[config.mk]
export PLATFORM = sky130hd
export DESIGN_NAME = ps2_host_tx
export DESIGN_NICKNAME = d
export VERILOG_FILES = /design/src/rtl/ps2_host_tx.sv
export SDC_FILE = /design/constraint.sdc
export NUM_CORES = 1
export LEC_CHECK = 0
export CAP_MARGIN = 20
export CORE_ASPECT_RATIO = 1.4
export CORE_MARGIN = 2
export CORE_UTILIZATION = 30
export DETAILED_ROUTE_END_ITERATION = 10
export PLACE_DENSITY = 0.45
export SLEW_MARGIN = 20
export SYNTH_ARGS = -nofsm -noshare
export SYNTH_HDL_FRONTEND = slang
export SYNTH_SLANG_ARGS = --single-unit
[constraint.sdc]
create_clock -name clk -period 2.3 [get_ports clk]
set_clock_uncertainty 0.1 [all_clocks]
set_input_delay 0.46 -clock clk [delete_from_list [all_inputs] [get_ports clk]]
set_output_delay 0.46 -clock clk [all_outputs]
set_load 0.02 [all_outputs]
[src/rtl/ps2_host_tx.sv]
// ps2_host_tx: host-to-device PS/2 command transmitter.
// Inhibits the bus, issues a request-to-send, then clocks a
// start/8-data/odd-parity/stop frame out on device clock falling edges,
// and finishes by checking the device ACK and waiting for the bus to idle.
// Optional feature macro: PS2_TX_TIMEOUT_EN adds a frame timeout counter.
module ps2_host_tx #(
  parameter int unsigned INHIBIT_CYCLES = 10000,
  parameter int unsigned TIMEOUT_CYCLES = 2000000
) (
  input  logic       clk,
  input  logic       reset,
  input  logic       tx_valid,
  input  logic [7:0] tx_data,
  output logic       tx_ready,
  output logic       busy,
  output logic       done,
  output logic       err,
  input  logic       ps2_clk,
  input  logic       ps2_data,
  output logic       ps2_clk_oe,
  output logic       ps2_data_oe
);

  typedef enum logic [2:0] {
    S_IDLE,
    S_INHIBIT,
    S_REQ,
    S_SEND,
    S_ACK,
    S_WAIT_IDLE
  } state_e;

  localparam int unsigned INH_W = (INHIBIT_CYCLES > 1) ? $clog2(INHIBIT_CYCLES + 1) : 1;
  localparam logic [INH_W-1:0] INH_LAST = INH_W'(INHIBIT_CYCLES - 1);
  localparam logic [3:0] LAST_EDGE_IDX = 4'd10;

  // Synchronizer and edge-detect registers; idle bus level is high.
  logic clk_meta_q, clk_sync_q, clk_prev_q;
  logic data_meta_q, data_sync_q;
  logic fall;

  state_e           state_q, state_d;
  logic [INH_W-1:0] inh_cnt_q, inh_cnt_d;
  logic [3:0]       bit_q, bit_d;
  logic [9:0]       frame_q, frame_d;
  logic             ack_q, ack_d;
  logic             clk_oe_q, clk_oe_d;
  logic             data_oe_q, data_oe_d;
  logic             done_q, done_d;
  logic             err_q, err_d;

`ifdef PS2_TX_TIMEOUT_EN
  localparam int unsigned TO_W = (TIMEOUT_CYCLES > 1) ? $clog2(TIMEOUT_CYCLES + 1) : 1;
  localparam logic [TO_W-1:0] TO_LAST = TO_W'(TIMEOUT_CYCLES - 1);
  logic [TO_W-1:0] to_q, to_d;
`else
  // The timeout length only matters when the timeout feature is built in.
  logic unused_timeout_cfg;
  assign unused_timeout_cfg = ^TIMEOUT_CYCLES;
`endif

  // Two-flop synchronizers for the raw bus lines plus the previous clock level.
  always_ff @(posedge clk) begin
    // NOTE: sequential state uses non-blocking assignments so every register
    // samples the pre-edge value of its neighbours, independent of order.
    if (reset) begin
      clk_meta_q  <= 1'b1;
      clk_sync_q  <= 1'b1;
      clk_prev_q  <= 1'b1;
      data_meta_q <= 1'b1;
      data_sync_q <= 1'b1;
    end else begin
      clk_meta_q  <= ps2_clk;
      clk_sync_q  <= clk_meta_q;
      clk_prev_q  <= clk_sync_q;
      data_meta_q <= ps2_data;
      data_sync_q <= data_meta_q;
    end
  end

  assign fall = clk_prev_q & ~clk_sync_q;

  // Next-state, frame sequencing and registered line-drive decisions.
  always_comb begin
    // NOTE: every variable gets a default first so no path infers a latch.
    state_d   = state_q;
    inh_cnt_d = inh_cnt_q;
    bit_d     = bit_q;
    frame_d   = frame_q;
    ack_d     = ack_q;
    data_oe_d = data_oe_q;
    done_d    = 1'b0;
    err_d     = 1'b0;

    unique case (state_q)
      S_IDLE: begin
        data_oe_d = 1'b0;
        if (tx_valid) begin
          // Frame bits 0..9: data LSB first, odd parity, stop.
          frame_d   = {1'b1, ~^tx_data, tx_data};
          inh_cnt_d = '0;
          state_d   = S_INHIBIT;
        end
      end
      S_INHIBIT: begin
        if (inh_cnt_q == INH_LAST) begin
          data_oe_d = 1'b1;  // start bit, held until the first device edge
          state_d   = S_REQ;
        end else begin
          inh_cnt_d = inh_cnt_q + INH_W'(1);
        end
      end
      S_REQ: begin
        bit_d   = '0;
        state_d = S_SEND;
      end
      S_SEND: begin
        if (fall) begin
          if (bit_q == LAST_EDGE_IDX) begin
            // 11th falling edge: the device is driving its ACK now.
            ack_d     = data_sync_q;
            data_oe_d = 1'b0;
            state_d   = S_ACK;
          end else begin
            data_oe_d = ~frame_q[bit_q];
            bit_d     = bit_q + 4'd1;
          end
        end
      end
      S_ACK: begin
        if (ack_q) begin
          err_d   = 1'b1;
          state_d = S_IDLE;
        end else begin
          state_d = S_WAIT_IDLE;
        end
      end
      S_WAIT_IDLE: begin
        if (clk_sync_q && data_sync_q) begin
          done_d  = 1'b1;
          state_d = S_IDLE;
        end
      end
      default: state_d = S_IDLE;
    endcase

`ifdef PS2_TX_TIMEOUT_EN
    to_d = '0;
    if (state_q == S_SEND || state_q == S_ACK || state_q == S_WAIT_IDLE) begin
      to_d = to_q + TO_W'(1);
      if (to_q == TO_LAST) begin
        // Timeout wins over any concurrent completion.
        state_d   = S_IDLE;
        data_oe_d = 1'b0;
        done_d    = 1'b0;
        err_d     = 1'b1;
      end
    end
`endif

    clk_oe_d = (state_d == S_INHIBIT) || (state_d == S_REQ);
  end

  // State and output registers with synchronous reset.
  always_ff @(posedge clk) begin
    if (reset) begin
      state_q   <= S_IDLE;
      inh_cnt_q <= '0;
      bit_q     <= '0;
      frame_q   <= '0;
      ack_q     <= 1'b0;
      clk_oe_q  <= 1'b0;
      data_oe_q <= 1'b0;
      done_q    <= 1'b0;
      err_q     <= 1'b0;
`ifdef PS2_TX_TIMEOUT_EN
      to_q      <= '0;
`endif
    end else begin
      state_q   <= state_d;
      inh_cnt_q <= inh_cnt_d;
      bit_q     <= bit_d;
      frame_q   <= frame_d;
      ack_q     <= ack_d;
      clk_oe_q  <= clk_oe_d;
      data_oe_q <= data_oe_d;
      done_q    <= done_d;
      err_q     <= err_d;
`ifdef PS2_TX_TIMEOUT_EN
      to_q      <= to_d;
`endif
    end
  end

  assign tx_ready    = (state_q == S_IDLE) && !reset;
  assign busy        = (state_q != S_IDLE);
  assign done        = done_q;
  assign err         = err_q;
  assign ps2_clk_oe  = clk_oe_q;
  assign ps2_data_oe = data_oe_q;

endmodule

After elaboration in Yosys (flattened, before gate mapping)
Cells that the tools add are included.
{ "totals": {"reg_bits": 41} }
{ "classes": {"reduce_logical": 17, "magnitude_cmp": 1, "n_mux": 21, "n_eq_ne": 14, "n_addsub": 2, "n_bitwise": 5} }
{ "op_table": {"columns": ["cell", "n"], "rows": [
  ["$mux W14", 2],
  ["$pmux W14 S2", 1],
  ["$mux W3", 6],
  ["$pmux W3 S6", 1],
  ["$add A14 B1 Y14 const B", 1],
  ["$eq A14 B14 Y1 const B", 1],
  ["$reduce_and A3 Y1", 4],
  ["$ne A2 B2 Y1 const B", 5],
  ["$eq A3 B2 Y1 const B", 3],
  ["$mux W4", 2],
  ["$pmux W4 S2", 1],
  ["$reduce_xnor A8 Y1", 1],
  ["$eq A3 B1 Y1 const B", 2],
  ["$eq A3 B3 Y1 const B", 2],
  ["$mux W1", 6],
  ["$reduce_bool A3 Y1", 2],
  ["$lt A4 B5 Y1 const B", 1],
  ["$add A4 B1 Y4 const B", 1],
  ["$bmux W1 S4", 1],
  ["$eq A4 B4 Y1 const B", 1],
  ["$not A1 Y1", 4],
  ["$reduce_bool A2 Y1", 2],
  ["$reduce_or A2 Y1", 2],
  ["$logic_not A3 Y1", 1],
  ["6 further kinds", 7]
]} }

Longest topological paths before layout
{ "depth": {"ltp_word": 6, "depth_mapped": 8, "mapped_depth_nobuf": 7} }

Worst setup path before layout
Ideal clock, no wire load.
{ "synth_path": {"path_type": "register to register", "startpoint": "register inh_cnt_q[5]", "endpoint": "register inh_cnt_q[2]", "t_required_ns": 2.072, "slack_ns": 0.283, "arrival_time_ns": 1.789, "stages_incl_launch_ff": 6, "period_less_slack_ns": 2.017, "cell_sequence": "dfxtp_1 or4b_4 o41a_4 o21ai_0 xor2_1 nor2_1"} }
{ "synth_via": {"elab_chain_cells": 3} }
{ "synth_lines": {"columns": ["element", "line_no", "source"], "rows": [
  ["start: declaration", "43", "logic [INH_W-1:0] inh_cnt_q, inh_cnt_d;"],
  ["start signal: assignment", "181", "inh_cnt_q <= inh_cnt_d;"],
  ["$eq A14 B14 Y1", "106", "if (inh_cnt_q == INH_LAST) begin"],
  ["$ne A2 B2 Y1 (no line)", null, null],
  ["$reduce_and A3 Y1 (no line)", null, null]
]} }
No other way between the ends.
A chain may end at the register's enable or synchronous reset.

Worst setup path after layout
{ "layout_path": {"startpoint": "register inh_cnt_q[12]", "endpoint": "register inh_cnt_q[3]"} }
The elaborated chain is that of the path after synthesis.

==> impl_metrics.ini <==
[status]
run_status = finished clean

[yosys]
ys_seq_area_frac = 0.421
synthesis.instances = 224
proportion_of_register_bits_with_asynchronous_set_or_reset_after_synthesis = 0
synth-main-ff-cell = sky130_fd_sc_hd__dfxtp_1
area_share_of_the_leading_cell_type_in_the_synthesized_netlist = 0.421
yosys_warnings = 0
post_synth.cell_area_avg_um2 = 8.71
synth.ff_latch_count = 41
synth_top_area_cell = sky130_fd_sc_hd__dfxtp_1
synth_nets = 240
synth_top_cells_by_area = sky130_fd_sc_hd__dfxtp_1 42%, sky130_fd_sc_hd__xnor2_1 6.3%, sky130_fd_sc_hd__nand2_1 5.8%, sky130_fd_sc_hd__a21oi_1 5.1%, sky130_fd_sc_hd__nor2_1 4.2%
edff_count_synth = 0
netlist_area_um2 = 1950
post_synth_num_cell_types = 43

[worst_setup_path]
worst-path-max-fanout = 7
critPathTopFamily = compound AO/OA/AOI/OAI gates
worstPathRequired_ns = 2.39
crit_slowest_cell = sky130_fd_sc_hd__or4b_4
reg2reg_depth = 5
reg2reg_to = inh_cnt_q[3]$_SDFFE_PP0P_
timing.critical_path.arrival_ns = 2.16
path_buf_inv = 0
r2r_start = inh_cnt_q[12]$_SDFFE_PP0P_
critical_path.endpoint_type = flip-flop
critical_path.cell_chain = or4b_4 -> o41a_4 -> o21ai_0 -> xor2_1 -> nor2_1
r2r_setup_slack_ns = 0.23
critPathKind = reg -> reg
worst_setup_path_start_kind = flip-flop
cp_peak_stage_delay_ns = 0.56

[routing]
vias_per_cell = 4.89
postRouteAntennaNets = 0
drcViolationCount = 0
drt_pass1_iterations = 4
route.final.wire_length_um = 4330
starting_drc_count_in_detailed_routing = 30
wirelength_per_cell_um = 13.1
dr_total_vias = 1615

[grt]
grt_max_degree = 30
grt_overflow = 0
antenna_found_initial = 0
global_route.usage.total = 0.134
first_global_vias = 1607
grt_pass1_wl_um = 7490

[timing]
maxSlewHeadroom = 0.610
hold_violations = 0
setup_viol_count_final = 0
rsz0062_at_grt = no
achievable-frequency_mhz = 482
totalNegativeSetupSlack_ns = 0
timing.final.crit_period_ns = 2.07
worst_slew_pin_slew_ns = 0.579
finalMaxSlewViolations = 0
finalCritPeriodShare = 0.902

[pwr]
vdd_drop_max_uv = 338
leakage_power_figure_nw = 0.877
p_total_mw = 1.39
p_per_area_nw_per_um2 = 577

[clocking]
maximum_buffer_depth_of_the_clock_tree = 2
tritoncts_clock_tree = yes
post-cts-setup-buffers = 0
clk_pin_slew_ns = 0.08
clk-insertion-delay-late_ns = 0.29
post_cts_resize_count = 1
hold_buffer_count_at_cts = 0
cts-buffers-inserted = 5
cts_max_level = 2
clock_tree_root_buffer_cell = sky130_fd_sc_hd__clkbuf_8
cts_sinks = 41

[hold_path]
hold_class = reg -> reg
hold-path-cell-count = 1
hp-start = clk_meta_q$_SDFF_PP1_
hold_path_end = clk_sync_q$_SDFF_PP1_

[finish]
fin_nets = 273
areaGrowthSynthToFinish_pct = 23.2
insertedDiodeCount = 0
filler_cell_count = 645
mostFrequentLayoutCells = 41 x sky130_fd_sc_hd__dfxtp_1, 30 x sky130_fd_sc_hd__nand2_1, 22 x sky130_fd_sc_hd__nor2_1, 20 x sky130_fd_sc_hd__a21oi_1, 18 x sky130_fd_sc_hd__buf_4
mostFrequentLayoutCell = sky130_fd_sc_hd__dfxtp_1
drive_gt1_frac = 0.167

[placement]
dp_hpwl_um = 3300
gp_congestion = 0.800
buffer_ports.inserted = 18

[floorplan]
die_outline_area_um2 = 7170
rows = 34
dieHeight_um = 99.4
chipWidth_um = 72.2
core_area_um2 = 6250
pin_count = 19
initial_utilization = 0.312

[job]
max_cap_violations = 0
[cell usage after synthesis, types with 2 or more instances]
library cell / instances
sky130_fd_sc_hd__xor2_1: 5
sky130_fd_sc_hd__nand2b_1: 6
sky130_fd_sc_hd__nor3_1: 5
sky130_fd_sc_hd__dfxtp_1: 41
sky130_fd_sc_hd__inv_1: 4
sky130_fd_sc_hd__and3_1: 2
sky130_fd_sc_hd__clkbuf_1: 8
sky130_fd_sc_hd__nand2_1: 30
sky130_fd_sc_hd__ha_1: 3
sky130_fd_sc_hd__xnor2_1: 14
sky130_fd_sc_hd__or2_2: 5
sky130_fd_sc_hd__mux2i_1: 3
sky130_fd_sc_hd__nand3_1: 10
sky130_fd_sc_hd__nor2_1: 22
sky130_fd_sc_hd__o2111ai_1: 2
sky130_fd_sc_hd__a21oi_1: 20
sky130_fd_sc_hd__or3_1: 3
sky130_fd_sc_hd__nor4_1: 2
sky130_fd_sc_hd__nor2b_1: 3
sky130_fd_sc_hd__o21ai_0: 7
sky130_fd_sc_hd__nand4_1: 7
[per-stage QoR]
stage | utilization | std cells | hold slack (ns) | worst slack (ns) | area [µm²]
final | 0.384 | 330 | 0.314 | 0.226 | 2400
after global routing | 0.384 | 330 | 0.338 | 0.117 | 2400
after CTS | 0.384 | 330 | 0.316 | 0.0585 | 2400
after detailed placement | 0.370 | 322 | 0.296 | 0.0918 | 2310
after global placement | 0.370 | 322 | 0.291 | 0.0741 | 2310
after floorplan | - | 224 | 0.289 | 0.283 | 1950
[registers in the layout, indices dropped and copies added, names as in the netlist]
register	flops
clk_sync_q	1
data_sync_q	1
state_q	3
ack_q	1
data_meta_q	1
inh_cnt_q	14
done	1
frame_q	10
ps2_data_oe	1
clk_prev_q	1
bit_q	4
err	1
ps2_clk_oe	1
clk_meta_q	1
[report_power, final]
part,switching (mW),internal [mW],total [mW]
combinational,0.0925,0.0885,0.181
sequential,0.0124,0.732,0.744
clock,0.252,0.211,0.462
total,0.356,1.03,1.39
[routing by layer]
layer	vias up	routed length (µm)	track usage
met5	-	0	0
met4	0	68	0.0522
met3	5	96	0.0243
met2	20	2250	0.240
met1	749	1910	0.154
li1	841	-	-
[worst max path at each step]
stage          slack (ns)                         to  depth (start not counted)                        from
2_1_floorplan        0.28  inh_cnt_q[2]$_SDFFE_PP0P_                          5   inh_cnt_q[5]$_SDFFE_PP0P_
4_1_cts              0.06                   tx_ready                          4       state_q[2]$_SDFF_PP0_
3_5_place_dp         0.09                   tx_ready                          3                       reset
3_3_place_gp         0.07                   tx_ready                          3                       reset
6_report             0.23  inh_cnt_q[3]$_SDFFE_PP0P_                          5  inh_cnt_q[12]$_SDFFE_PP0P_
5_1_grt              0.12  inh_cnt_q[6]$_SDFFE_PP0P_                          5  inh_cnt_q[12]$_SDFFE_PP0P_
[cells by family after synthesis]
group                      after synthesis  synth area share
and+or+nand+nor                        105             0.280
adders and majority gates                3            0.0192
muxes                                    5            0.0327
DFF                                     41             0.421
buffers and inverters                   14            0.0295
xor gates and xnor gates                19            0.0853
AOI/OAI and AO/OA                       37             0.133
[cell type report]
cell class	count	area [µm²]	area share
clock buffers	6	72.6	0.0302
clock inverters	2	10.0	0.00416
inverters	4	15.0	0.00625
multi-input cells	169	1080	0.448
flip-flops and latches	41	821	0.341
well taps	72	90.1	0.0375
repair buffers	36	318	0.132
Note: power is estimated with default switching activity, not from simulation.
